===== src/rtl/seg_scan_pkg.sv =====
// Shared definitions for the multiplexed seven-segment scanner: state encoding,
// segment width and the logical segments-off pattern.
package seg_scan_pkg;

  localparam int unsigned SEG_W = 7;

  // Logical pattern: no segment lit. Physical polarity is applied by seg_drive().
  localparam logic [SEG_W-1:0] SEG_OFF = '0;

  typedef enum logic [1:0] {
    StIdle  = 2'd0,
    StBlank = 2'd1,
    StShow  = 2'd2
  } scan_state_e;

  function automatic logic [SEG_W-1:0] seg_drive(input logic [SEG_W-1:0] pat,
                                                 input bit               active_low);
    return active_low ? ~pat : pat;
  endfunction

endpackage


===== src/rtl/seg_scan_mux_timer.sv =====
// Per-slot cycle counter for the scanner. Counts 0..DIV-1 across one digit slot and
// flags the last dead-time cycle and the last cycle of the slot.
module scan_timer #(
  parameter int unsigned DIV   = 50000,
  parameter int unsigned BLANK = 16
) (
  input  logic clk_i,
  input  logic rst_ni,
  input  logic clr_i,
  output logic blank_end_o,
  output logic slot_end_o
);

  localparam int unsigned CntW = (DIV > 1) ? $clog2(DIV) : 1;

  logic [CntW-1:0] cnt_q, cnt_d;

  assign blank_end_o = (cnt_q == CntW'(BLANK - 1));
  assign slot_end_o  = (cnt_q == CntW'(DIV - 1));

  // Wraps at DIV-1 so the counter never exceeds its clog2(DIV) range.
  always_comb begin
    cnt_d = cnt_q;
    if (clr_i || slot_end_o) begin
      cnt_d = '0;
    end else begin
      cnt_d = cnt_q + CntW'(1);
    end
  end

  always_ff @(posedge clk_i) begin
    if (!rst_ni) begin
      cnt_q <= '0;
    end else begin
      cnt_q <= cnt_d;
    end
  end

endmodule


===== src/rtl/seg_scan_mux.sv =====
// Time-multiplexed seven-segment driver: double-buffered digit patterns, a
// blank/show scan FSM per digit slot, and registered physical-polarity outputs.
module seg_scan_mux
  import seg_scan_pkg::*;
#(
  parameter int unsigned N_DIG      = 2,
  parameter int unsigned DIV        = 50000,
  parameter int unsigned BLANK      = 16,
  parameter bit          ACTIVE_LOW = 1'b1
) (
  input  logic                   clk_i,
  input  logic                   rst_ni,
  input  logic [SEG_W*N_DIG-1:0] seg_in_i,
  input  logic                   load_i,
  input  logic                   enable_i,
  output logic [SEG_W-1:0]       seg_out_o,
  output logic [N_DIG-1:0]       dig_sel_o,
  output logic                   frame_done_o
);

  localparam int unsigned IdxW = (N_DIG > 1) ? $clog2(N_DIG) : 1;
  localparam logic [SEG_W-1:0] SegOffPhys = seg_drive(SEG_OFF, ACTIVE_LOW);
  localparam logic [N_DIG-1:0] DigOffPhys = ACTIVE_LOW ? {N_DIG{1'b1}} : {N_DIG{1'b0}};
  localparam logic [IdxW-1:0]  LastIdx    = IdxW'(N_DIG - 1);

  scan_state_e            state_q;
  logic [IdxW-1:0]        idx_q;
  logic [SEG_W*N_DIG-1:0] shadow_q, active_q;
  logic [SEG_W-1:0]       seg_out_q;
  logic [N_DIG-1:0]       dig_sel_q;
  logic                   frame_done_q;

  logic                   blank_end, slot_end, tmr_clr;
  logic [N_DIG-1:0]       dig_onehot, show_dig;
  logic [SEG_W-1:0]       show_seg;
  logic [SEG_W*N_DIG-1:0] frame_pat;

  assign tmr_clr = (state_q == StIdle) || !enable_i;

  scan_timer #(
    .DIV   (DIV),
    .BLANK (BLANK)
  ) u_timer (
    .clk_i       (clk_i),
    .rst_ni      (rst_ni),
    .clr_i       (tmr_clr),
    .blank_end_o (blank_end),
    .slot_end_o  (slot_end)
  );

  // A load on the boundary edge bypasses the shadow straight into the new frame.
  assign frame_pat = load_i ? seg_in_i : shadow_q;

  always_comb begin
    dig_onehot        = '0;
    dig_onehot[idx_q] = 1'b1;
    show_dig          = ACTIVE_LOW ? ~dig_onehot : dig_onehot;
    show_seg          = seg_drive(active_q[SEG_W*int'(idx_q) +: SEG_W], ACTIVE_LOW);
  end

  always_ff @(posedge clk_i) begin
    if (!rst_ni) begin
      state_q      <= StIdle;
      idx_q        <= '0;
      shadow_q     <= '0;
      active_q     <= '0;
      seg_out_q    <= SegOffPhys;
      dig_sel_q    <= DigOffPhys;
      frame_done_q <= 1'b0;
    end else begin
      frame_done_q <= 1'b0;
      if (load_i) begin
        shadow_q <= seg_in_i;
      end
      unique case (state_q)
        StIdle: begin
          seg_out_q <= SegOffPhys;
          dig_sel_q <= DigOffPhys;
          idx_q     <= '0;
          if (enable_i) begin
            state_q  <= StBlank;
            active_q <= frame_pat;
          end
        end
        StBlank: begin
          if (!enable_i) begin
            state_q   <= StIdle;
            idx_q     <= '0;
            seg_out_q <= SegOffPhys;
            dig_sel_q <= DigOffPhys;
          end else if (blank_end) begin
            state_q   <= StShow;
            seg_out_q <= show_seg;
            dig_sel_q <= show_dig;
          end else begin
            seg_out_q <= SegOffPhys;
            dig_sel_q <= DigOffPhys;
          end
        end
        StShow: begin
          if (!enable_i) begin
            state_q   <= StIdle;
            idx_q     <= '0;
            seg_out_q <= SegOffPhys;
            dig_sel_q <= DigOffPhys;
          end else if (slot_end) begin
            state_q   <= StBlank;
            seg_out_q <= SegOffPhys;
            dig_sel_q <= DigOffPhys;
            if (idx_q == LastIdx) begin
              idx_q        <= '0;
              frame_done_q <= 1'b1;
              active_q     <= frame_pat;
            end else begin
              idx_q <= idx_q + IdxW'(1);
            end
          end else begin
            seg_out_q <= show_seg;
            dig_sel_q <= show_dig;
          end
        end
        default: begin
          state_q   <= StIdle;
          idx_q     <= '0;
          seg_out_q <= SegOffPhys;
          dig_sel_q <= DigOffPhys;
        end
      endcase
    end
  end

  assign seg_out_o    = seg_out_q;
  assign dig_sel_o    = dig_sel_q;
  assign frame_done_o = frame_done_q;

endmodule


===== config.mk =====
export PLATFORM = sky130hd
export DESIGN_NAME = seg_scan_mux
export DESIGN_NICKNAME = d
export VERILOG_FILES = /design/src/rtl/seg_scan_pkg.sv /design/src/rtl/seg_scan_mux_timer.sv /design/src/rtl/seg_scan_mux.sv
export SDC_FILE = /design/constraint.sdc
export NUM_CORES = 1
export LEC_CHECK = 0
export BUFFER_PORTS_ARGS = -buffer_cell sky130_fd_sc_hd__buf_2
export CORE_MARGIN = 2
export CORE_UTILIZATION = 40
export DETAILED_ROUTE_END_ITERATION = 7
export GPL_ROUTABILITY_DRIVEN = 0
export GPL_TIMING_DRIVEN = 0
export MAX_ROUTING_LAYER = met4
export PLACE_DENSITY = 0.6
export SYNTH_ARGS = -nofsm -noshare
export SYNTH_HDL_FRONTEND = slang
export SYNTH_HIERARCHICAL = 1
export SYNTH_SLANG_ARGS = --single-unit

===== constraint.sdc =====
create_clock -name clk_i -period 3.2 [get_ports clk_i]
set_input_delay 0.32 -clock clk_i [delete_from_list [all_inputs] [get_ports clk_i]]
set_output_delay 0.32 -clock clk_i [all_outputs]
set_load 0.01 [all_outputs]

==> results.yml <==
worst_setup_path:
  critPathMaxStageDelay_ns: 0.68
  endpoint_kind: "flop"
  critical_path_buf_inv_count: 1
  critPathKind: "reg2reg"
  crit_slowest_cell: "nor3_1"
  path_max_fanout: 10
  cp_cell_sequence: "ha_1 -> nand3_2 -> nand3b_1 -> nor3_1 -> a41oi_4 -> buf_12 -> mux2_4"
  arrival_ns: 2.97
  crit_path_start_kind: "flop"
  critical_path_required_ns: 3.42
  cp_top_family: "simple AND/OR/NAND/NOR gates"
synthesis:
  yosysWarnings: 6
  muxShareOfSynthArea_pct: 16.4
  synthArstFlopShare_pct: 0
  ys_ff_latch: 57
  syn-num-nets: 272
  syn_area_sq_um: 2520
  yosysSeqAreaShare_pct: 45.2
  synth_area_leader_cell: "dfxtp_1"
  synth-main-ff-cell: "dfxtp_1"
  synth-compound-area-share_pct: 8.68
  synth_top_area_share_pct: 45.2
  avgSynthCellArea_sq_um: 10.2
  synth_area_leaders: "dfxtp_1 45%, mux2_4 5.9%, mux2i_1 5.9%, nor2_1 5.1%, mux2_2 4.5%"
  synth_enable_flop_cells: 0
  synth_xor_area_share_pct: 3.82
  synth-simple-area-share_pct: 18.7
  synthCells: 248
  synthAdderAreaFrac_pct: 2.97
  synth.distinct_cells: 47
  synth_top_family_by_area: "simple AND/OR/NAND/NOR gates"
final_layout:
  layout-drive-gt1-share_pct: 25.9
  seq_area_sq_um: 1140
  num_antenna_cells: 0
  multi_input_area_sq_um: 1280
  area_growth_pct: 15.5
  fillCellCount: 595
  fin_nets: 309
clock_tree:
  clk_latency_ns: 0.34
  cts_setup_buffers: 0
  path_clk_slew_ns: 0.07
  cts_tree: "yes"
  cts_sinks: 57
  cts_buffers: 9
  clk_path_buf_depth: 2
  htree_levels: 3
  cts-root-buf: "clkbuf_8"
timing:
  fin_ws_ns: 0.457
  finClkSkew_ns: 0.00756
  fmax_mhz: 365
  max_slew_margin_pct: 49.1
  whs_ns: 0.266
  fin_crit_sh_pct: 85.7
  period_minus_slack_ns: 2.74
  setup_viol: 0
  hold_viol: 0
  worst_slew_pin_slew_ns: 0.758
  finalSetupTns_ns: 0
  drv_slew: 0
  rsz0062_at_grt: "no"
grt:
  top_usage_layer: "met2"
  antenna_found_initial: 0
  overflow: 0
  use_met3_pct: 5.37
  grt_max_degree: 11
  grt_util_met2_pct: 24.0
  grtUsageTotal_pct: 15.3
  use_met1_pct: 17.7
  grt_first_pass_wirelength_um: 8170
  grt_pass1_vias: 1815
drt:
  vias: 1833
  final_antenna_net_count: 0
  vias_per_cell: 5.02
  drc: 0
  drt_pass1_iterations: 4
  detail_route.wl_per_cell_um: 13.1
  drtIter0Drc: 85
  finalWirelength_um: 4800
placed_design:
  numPortBuffers: 26
  dp_slack_ns: 0.303
  dp_hpwl_um: 3350
power_and_ir_drop:
  leakage_nw: 1.14
  max-vdd-ir-drop_mv: 0.364
  power_density_nw_per_um2: 496
floorplan:
  die_w_um: 83.4
  floorplan.initialDensity_pct: 41.9
  row_count: 28
  die_h_um: 83.4
  dieArea_sq_um: 6960
  io-pin-count: 28
  coreArea_sq_um: 6030
hold_path:
  min_path_type: "in2reg"
run_status:
  status: "complete, no violations"
run:
  cap_viol_max_count: 0
-- synth_stat cells (3+ instances only) --
| cell | n |
|---|---|
| a21oi_1 | 5 |
| and2_1 | 14 |
| dfxtp_1 | 57 |
| ha_1 | 6 |
| inv_1 | 8 |
| mux2_2 | 10 |
| mux2_4 | 10 |
| mux2i_1 | 15 |
| nand2_1 | 9 |
| nand2b_1 | 3 |
| nand3_1 | 6 |
| nand4_1 | 3 |
| nor2_1 | 34 |
| nor3_1 | 7 |
| nor4_1 | 3 |
| o21ai_0 | 11 |
| xnor2_1 | 9 |
-- what timing repair did --
item | CTS | global route
resized for setup | 0 | 1
hold buffers | 0 | 0
endpoints found under the setup margin | 0 | 4
-- final timing paths --
kind | from | to | slack [ns] | depth (start not counted)
setup / recovery | u_timer/cnt_q[0]$_SDFF_PP0_ | active_q[0]$_SDFFE_PN0P_ | 0.46 | 7
hold / removal | seg_in_i[2] | shadow_q[2]$_SDFF_PN0_ | 0.27 | 3
setup reg to reg | u_timer/cnt_q[0]$_SDFF_PP0_ | active_q[0]$_SDFFE_PN0P_ | 0.46 | 7
hold reg to reg | u_timer/cnt_q[0]$_SDFF_PP0_ | u_timer/cnt_q[0]$_SDFF_PP0_ | 0.48 | 1
-- tightest hold or removal path, stage by stage --
cell and delay [ns]:
buf_2 0.07, mux2i_1 0.06, nor2_1 0.11
-- metrics by stage --
step | cell area (sq um) | power, mW | instances | util [%]
floorplan | 2520 | 0.857 | 248 | -
global placement | 2750 | 0.894 | 349 | 45.6
detailed placement | 2750 | 0.895 | 349 | 45.6
CTS | 2910 | 1.47 | 365 | 48.3
global route | 2920 | 1.51 | 365 | 48.4
finish | 2920 | 1.45 | 365 | 48.4
-- cell usage in the layout, fill, tap and decap left out, types with 3 or more instances in the layout --
cell type   n
nand3_1     6
mux2_4     10
mux2_2     10
and2_1     14
o21ai_0    11
nand4_1     3
a21oi_1     5
nand2b_1    3
mux2i_1    15
clkbuf_1    3
clkinv_2    4
inv_1       8
nand2_1     9
buf_2      28
nor3_1      7
nor2_1     34
dfxtp_1    57
clkbuf_8    9
xnor2_1     9
ha_1        6
nor4_1      3
-- per-layer routing --
layer	part of all wire, %	routed length [um]
met1	46	2210
met2	47	2270
met3	4.7	227
met4	1.8	85
met5	0	0
-- power by group --
group | leakage, nW | switching [mW] | internal, mW | total, mW
sequential | 0.465 | 0.0103 | 0.739 | 0.749
combinational | 0.590 | 0.0649 | 0.0651 | 0.130
clock | 0.0818 | 0.291 | 0.275 | 0.566
-- cells by family after synthesis --
kind of cell,after synthesis
adder cells (fa/ha/maj),6
AND/OR/NAND/NOR,92
XOR/XNOR,11
buffers and inverters,18
flip-flops,57
multiplexers,35
AO/OA/AOI/OAI,29
-- sequential cells by signal, indices dropped and copies added (netlist names) --
signal         cells
u_timer/cnt_q     16
active_q          14
shadow_q          14
seg_out_o          7
dig_sel_o          2
state_q            2
frame_done_o       1
idx_q              1
-- area by class of cell --
class,count,area share (%)
Multi-Input combinational cell,173,43.9
Sequential cell,57,39.1
Timing Repair Buffer,26,4.46
Clock buffer,10,4.38
Tap cell,75,3.22
Buffer,9,2.45
Clock inverter,6,1.20
Inverter,9,1.20
(Power assumes the default switching activity.)
